`src/rtl/hls_mul_pipe_sat.sv`:
```
`default_nettype none
// hls_mul_pipe_sat -- pipelined multi-lane signed multiplier with fixed-point post-shift,
// optional round-half-up and runtime wrap/saturate narrowing. Rev 1.0
module hls_mul_pipe_sat #(
  parameter int DIN0_WIDTH = 16,
  parameter int DIN1_WIDTH = 16,
  parameter int DOUT_WIDTH = 16,
  parameter int LANES      = 1,
  parameter int NUM_STAGE  = 3,
  parameter int SHIFT      = 0
) (
  input  logic                          ap_clk,
  input  logic                          ap_rst_n,
  input  logic                          ce,
  input  logic                          in_valid,
  input  logic [LANES*DIN0_WIDTH-1:0]   din0,
  input  logic [LANES*DIN1_WIDTH-1:0]   din1,
  input  logic                          sat_en,
  input  logic                          rnd_en,
  output logic                          out_valid,
  output logic [LANES*DOUT_WIDTH-1:0]   dout,
  output logic [LANES-1:0]              ovf
);

  localparam int W    = DIN0_WIDTH + DIN1_WIDTH;
  localparam int C_HS = (SHIFT > 0) ? SHIFT - 1 : 0;
  localparam logic [W:0] C_HALF = (SHIFT > 0) ? ((W+1)'(1) << C_HS) : {(W+1){1'b0}};
  localparam logic [DOUT_WIDTH-1:0] C_MAX = {1'b0, {(DOUT_WIDTH-1){1'b1}}};
  localparam logic [DOUT_WIDTH-1:0] C_MIN = {1'b1, {(DOUT_WIDTH-1){1'b0}}};

  logic [LANES*DIN0_WIDTH-1:0] w_mul_a;
  logic [LANES*DIN1_WIDTH-1:0] w_mul_b;
  logic [LANES*W-1:0]          w_mul_p;
  logic [LANES*W-1:0]          w_fin_p;
  logic                        w_fin_vld;
  logic                        w_fin_sat;
  logic                        w_fin_rnd;
  logic [LANES*DOUT_WIDTH-1:0] w_nar_d;
  logic [LANES-1:0]            w_nar_o;

  logic                        r_out_vld;
  logic [LANES*DOUT_WIDTH-1:0] r_dout;
  logic [LANES-1:0]            r_ovf;

  for (genvar i = 0; i < LANES; i++) begin : g_mul
    logic signed [DIN0_WIDTH-1:0] w_a;
    logic signed [DIN1_WIDTH-1:0] w_b;
    assign w_a = w_mul_a[i*DIN0_WIDTH +: DIN0_WIDTH];
    assign w_b = w_mul_b[i*DIN1_WIDTH +: DIN1_WIDTH];
    // Full-width product: MIN*MIN = 2^(W-2) still fits, so no internal overflow.
    assign w_mul_p[i*W +: W] = W'(w_a) * W'(w_b);
  end

  if (NUM_STAGE == 1) begin : g_comb
    assign w_mul_a   = din0;
    assign w_mul_b   = din1;
    assign w_fin_p   = w_mul_p;
    assign w_fin_vld = in_valid;
    assign w_fin_sat = sat_en;
    assign w_fin_rnd = rnd_en;
  end else begin : g_pipe
    logic [LANES*DIN0_WIDTH-1:0] r_a;
    logic [LANES*DIN1_WIDTH-1:0] r_b;
    logic [NUM_STAGE-2:0]        r_vld;
    logic [NUM_STAGE-2:0]        r_sat;
    logic [NUM_STAGE-2:0]        r_rnd;

    always_ff @(posedge ap_clk) begin
      if (!ap_rst_n) begin
        r_a   <= '0;
        r_b   <= '0;
        r_vld <= '0;
        r_sat <= '0;
        r_rnd <= '0;
      end else if (ce) begin
        r_a      <= din0;
        r_b      <= din1;
        r_vld[0] <= in_valid;
        r_sat[0] <= sat_en;
        r_rnd[0] <= rnd_en;
        for (int s = 1; s < NUM_STAGE-1; s++) begin
          r_vld[s] <= r_vld[s-1];
          r_sat[s] <= r_sat[s-1];
          r_rnd[s] <= r_rnd[s-1];
        end
      end
    end

    assign w_mul_a   = r_a;
    assign w_mul_b   = r_b;
    assign w_fin_vld = r_vld[NUM_STAGE-2];
    assign w_fin_sat = r_sat[NUM_STAGE-2];
    assign w_fin_rnd = r_rnd[NUM_STAGE-2];

    if (NUM_STAGE == 2) begin : g_pdir
      assign w_fin_p = w_mul_p;
    end else begin : g_preg
      // Product delay line; synthesis may retime the multiplier across it.
      logic [LANES*W-1:0] r_p [NUM_STAGE-2];
      always_ff @(posedge ap_clk) begin
        if (!ap_rst_n) begin
          for (int k = 0; k < NUM_STAGE-2; k++) r_p[k] <= '0;
        end else if (ce) begin
          r_p[0] <= w_mul_p;
          for (int k = 1; k < NUM_STAGE-2; k++) r_p[k] <= r_p[k-1];
        end
      end
      assign w_fin_p = r_p[NUM_STAGE-3];
    end
  end

  for (genvar i = 0; i < LANES; i++) begin : g_nar
    logic signed [W:0]         w_r;
    logic signed [W:0]         w_s;
    logic [W-DOUT_WIDTH+1:0]   w_hi;
    logic                      w_ov;
    // One guard bit so the rounding increment can never wrap.
    assign w_r  = {w_fin_p[i*W+W-1], w_fin_p[i*W +: W]} + (w_fin_rnd ? C_HALF : {(W+1){1'b0}});
    assign w_s  = w_r >>> SHIFT;
    assign w_hi = w_s[W:DOUT_WIDTH-1];
    assign w_ov = ~((&w_hi) | ~(|w_hi));
    assign w_nar_o[i] = w_ov;
    assign w_nar_d[i*DOUT_WIDTH +: DOUT_WIDTH] =
      (w_ov && w_fin_sat) ? (w_s[W] ? C_MIN : C_MAX) : w_s[DOUT_WIDTH-1:0];
  end

  always_ff @(posedge ap_clk) begin
    if (!ap_rst_n) begin
      r_out_vld <= 1'b0;
      r_dout    <= '0;
      r_ovf     <= '0;
    end else if (ce) begin
      r_out_vld <= w_fin_vld;
      if (w_fin_vld) begin
        r_dout <= w_nar_d;
        r_ovf  <= w_nar_o;
      end
    end
  end

  assign out_valid = r_out_vld;
  assign dout      = r_dout;
  assign ovf       = r_ovf;

endmodule
`default_nettype wire

```
`config.mk`:
```
export PLATFORM = sky130hd
export DESIGN_NAME = hls_mul_pipe_sat
export DESIGN_NICKNAME = d
export VERILOG_FILES = /design/src/rtl/hls_mul_pipe_sat.sv
export SDC_FILE = /design/constraint.sdc
export NUM_CORES = 1
export LEC_CHECK = 0
export ABC_AREA = 0
export CORE_ASPECT_RATIO = 1.2
export CORE_UTILIZATION = 55
export CTS_BUF_LIST = sky130_fd_sc_hd__clkbuf_4
export DETAILED_ROUTE_END_ITERATION = 12
export GPL_ROUTABILITY_DRIVEN = 0
export GPL_TIMING_DRIVEN = 0
export PLACE_DENSITY = 0.8
export RECOVER_POWER = 50
export SLEW_MARGIN = 20
export SYNTH_ARGS = -nofsm -noshare
export SYNTH_HDL_FRONTEND = slang
export SYNTH_SLANG_ARGS = --single-unit
```
`constraint.sdc`:
```
create_clock -name ap_clk -period 5.8 [get_ports ap_clk]
set_input_delay 1.16 -clock ap_clk [delete_from_list [all_inputs] [get_ports ap_clk]]
set_output_delay 1.16 -clock ap_clk [all_outputs]
set_load 0.05 [all_outputs]
```
==> impl_metrics.tcl <==
set metrics [dict create \
    clock_skew_ns 0.04665 \
    rsz0062_at_grt "yes" \
    drc 0 \
    grt_pass1_vias 10845 \
    rows 61 \
    slew_headroom_pct -10.87 \
    wl_um 36520 \
    hp-class "reg2reg" \
    async_reset_ff_share_pct 0 \
    timing.hold.ws_ns 0.5035 \
    first_iter_violations 1145 \
    avgSynthCellArea_um2 9.436 \
    core_area_um2 23430 \
    synthDistinctLibCells 56 \
    overflow 0 \
    cp_max_fo 10 \
    hpwl_um 26990 \
    path_clk_slew_ns 0.15 \
    p_clk_share_pct 18.7 \
    pre_cts_ws_ns -1.018 \
    grt_antenna_before_repair 1 \
    die_w_um 143.9 \
    drtAntennaViolNets 0 \
    dr_total_vias 10422 \
    cts_hold_buffers 0 \
    vdd_drop_max_uv 120.6 \
    numClockSinks 86 \
    via_per_inst 5.634 \
    wire_per_inst_um 19.74 \
    grt_pass1_wl_um 55700 \
    dpl.cell_count 1776 \
    switchingPower_mw 1.044 \
    drv_cap 1 \
    h-tree-depth 3 \
    critPathKind "reg2reg" \
    clk_latency_ns 0.53 \
    finalWorstSetupSlack_ns -0.3120 \
    dieArea_um2 24780 \
    seqPwrFrac_pct 28.7 \
    chipHeight_um 172.3 \
    crit_path_start_kind "flip-flop" \
    root_buffer "clkbuf_4" \
    fin_nets 1911 \
    drive_above_1_share_pct 15.58 \
    area_growth_syn_to_layout_pct 17.77 \
    numCtsBuffers 9 \
    yosysSeqAreaShare_pct 15.37 \
    syn_area_um2 13290 \
    grtUsageTotal_pct 30.14 \
    portBuffers 53 \
    p_leak_nw 7.512 \
    stdcell_count 1850 \
    max_clock_freq_mhz 163.6 \
    swShare_pct 41.22 \
    setup_violations 11 \
    yosysWarnings 0 \
    num_io_pins 56 \
    cts_tree "done" \
    finalCritPeriodShare_pct 105.4 \
    synth_flop_cell "dfxtp_1" \
    cts.path.max_buffers 2 \
    powerDensity_nw_per_um2 161.8 \
    violations "capacitance limit, slew limit, setup timing" \
    finalHoldViolCount 0 \
    cp.required_ns 6.06 \
    synth_enable_flop_cells 32 \
    grt_max_degree 33 \
    intPower_mw 1.488 \
    endpoint_kind "flip-flop" \
    layout_min_cycle_time_ns 6.112 \
    first_pass_iters 6 \
    syn-num-nets 1790 \
    synthCells 1408 \
    initial_core_util_pct 56.70 \
    p_comb_share_pct 52.5 \
    drv_slew 9 \
    worstPathArrival_ns 6.37 \
    tightest_slew_ns 1.642 \
    status "complete, but fails checks" \
    synth-seq-cells 86 \
]
[stage by stage]
stage	setup TNS, ns	cell area, um^2	utilization, %	total power [mW]
CTS	-1.193	15290	65.27	2.429
global route	-3.891	15650	66.78	2.699
detailed placement	-10.97	14300	61.03	1.848
floorplan	-0.002926	13370	-	1.545
global placement	-9.960	14300	61.02	1.802
finish	-1.858	15650	66.78	2.532
[power groups by stage]
stage / Combinational, mW / Clock [mW] / Sequential [mW]
2_1_floorplan: 0.808 / 0 / 0.738
3_3_place_gp: 1.05 / 0 / 0.756
3_5_place_dp: 1.09 / 0 / 0.757
4_1_cts: 1.22 / 0.481 / 0.727
5_1_grt: 1.46 / 0.502 / 0.734
6_report: 1.33 / 0.475 / 0.727
[critical path, cell delays in order, from the launching register on]
cell	delay (ns)
dfxtp_4	0.42
buf_4	0.20
nand2_1	0.11
fa_1	0.60
fa_2	0.46
fa_2	0.40
fa_1	0.52
inv_1	0.07
fa_1	0.53
inv_1	0.05
fa_1	0.52
inv_2	0.05
ha_4	0.16
or3_4	0.39
o221a_4	0.31
and2_4	0.17
a2111oi_4	0.43
buf_4	0.18
o211ai_2	0.08
a31o_1	0.21
[layer usage]
layer | share of wire, % | track usage [%]
met5 | 0 | 0
met4 | 7.3 | 18.41
met3 | 9.2 | 6.453
met1 | 36 | 36.70
met2 | 48 | 49.02
[state kept, by name, indices dropped and copies added, names as in the netlist]
name and flops:
g_pipe.g_preg.r_p 32, dout 16, g_mul.w_a 16, g_mul.w_b 16, g_pipe.r_sat 2, g_pipe.r_vld 2, out_valid 1, ovf 1
[area by class of cell]
class                   instances  area (um^2)
clock inverters                 7        130.1
flip-flops and latches         86         2146
fillers                      1679         7785
repair buffers                117         1066
multi-input cells             951        10230
diodes                          1        2.502
plain buffers                  50        426.7
inverters                     314         1185
clock buffers                   9        67.56
well taps                     315        394.1
[timing repair]
item	in CTS	in global routing
pin swaps	39	39
gates resized for setup	159	79
buffers inserted	43	21
gates cloned	1	0
setup endpoints to repair	19	17
hold endpoints to repair	0	0
[synth_stat cells (2+ instances only)]
cell         n  area [um^2]
xor2_1       4        35.03
dfxtp_1     54         1081
a31oi_1      3        18.77
o22ai_1      2        12.51
o211a_1      2        20.02
clkbuf_1    53        198.9
a21boi_0     4        30.03
or3_1        3        18.77
inv_1      314         1179
o2111ai_1    2        17.52
nand2_1    142        533.0
nand3_1      8        40.04
edfxtp_1    32        960.9
nor3_1      11        55.05
and3_1       6        37.54
a211oi_1     4        30.03
nor4_1       7        43.79
nor2_1      39        146.4
buf_6        2        22.52
nand2b_1    12        75.07
xnor2_1     17        148.9
o21ai_0     35        175.2
and4_1       3        26.28
mux2i_1     38        380.4
or2_2        2        12.51
o211ai_1     2        15.01
o21bai_1     2        15.01
fa_1       262         5245
nor2b_1     38        237.7
and2_1     123        769.5
o21a_1       9        67.56
ha_1        82         1026
nand4_1      6        37.54
a21oi_1     56        280.3
a21o_1       5        37.54
a221o_1      4        40.04
[cell usage in the layout, fill, tap and decap left out, types with 5 or more instances in the layout]
cell type	n
a21o_1	5
a21oi_1	50
and2_1	110
and2_4	13
and3_1	6
buf_4	57
buf_6	8
clkbuf_1	19
clkbuf_4	18
clkbuf_8	8
clkdlybuf4s50_1	47
dfxtp_1	23
dfxtp_2	5
dfxtp_4	26
dlygate4sd3_1	6
edfxtp_1	32
fa_1	248
fa_2	14
ha_1	68
ha_4	12
inv_1	299
inv_2	13
mux2i_1	38
nand2_1	137
nand2b_1	11
nand3_1	8
nand4_1	6
nor2_1	37
nor2b_1	38
nor3_1	8
nor4_1	6
o21a_1	9
o21ai_0	30
xnor2_1	17
[worst paths after layout]
kind / depth (start not counted) / startpoint / slack (ns) / end
max: 19 / g_mul[0].w_a[10] / -0.31 / g_pipe.g_preg.r_p[0][24]
min: 2 / ovf / 0.50 / ovf
max reg2reg: 19 / g_mul[0].w_a[10] / -0.31 / g_pipe.g_preg.r_p[0][24]
min reg2reg: 2 / ovf / 0.50 / ovf
[cells by family (layout without fill, tap and decap cells)]
family	count (synthesis)	after routing	synth area share, %
other	0	1	0
buffers and inverters	371	497	10.66
AOI/OAI and AO/OA	142	142	6.828
xor gates and xnor gates	21	21	1.384
DFF	86	86	15.37
muxes	38	38	2.863
adders and majority gates	344	344	47.20
and+or+nand+nor	406	406	15.69
(Power assumes the default switching activity.)
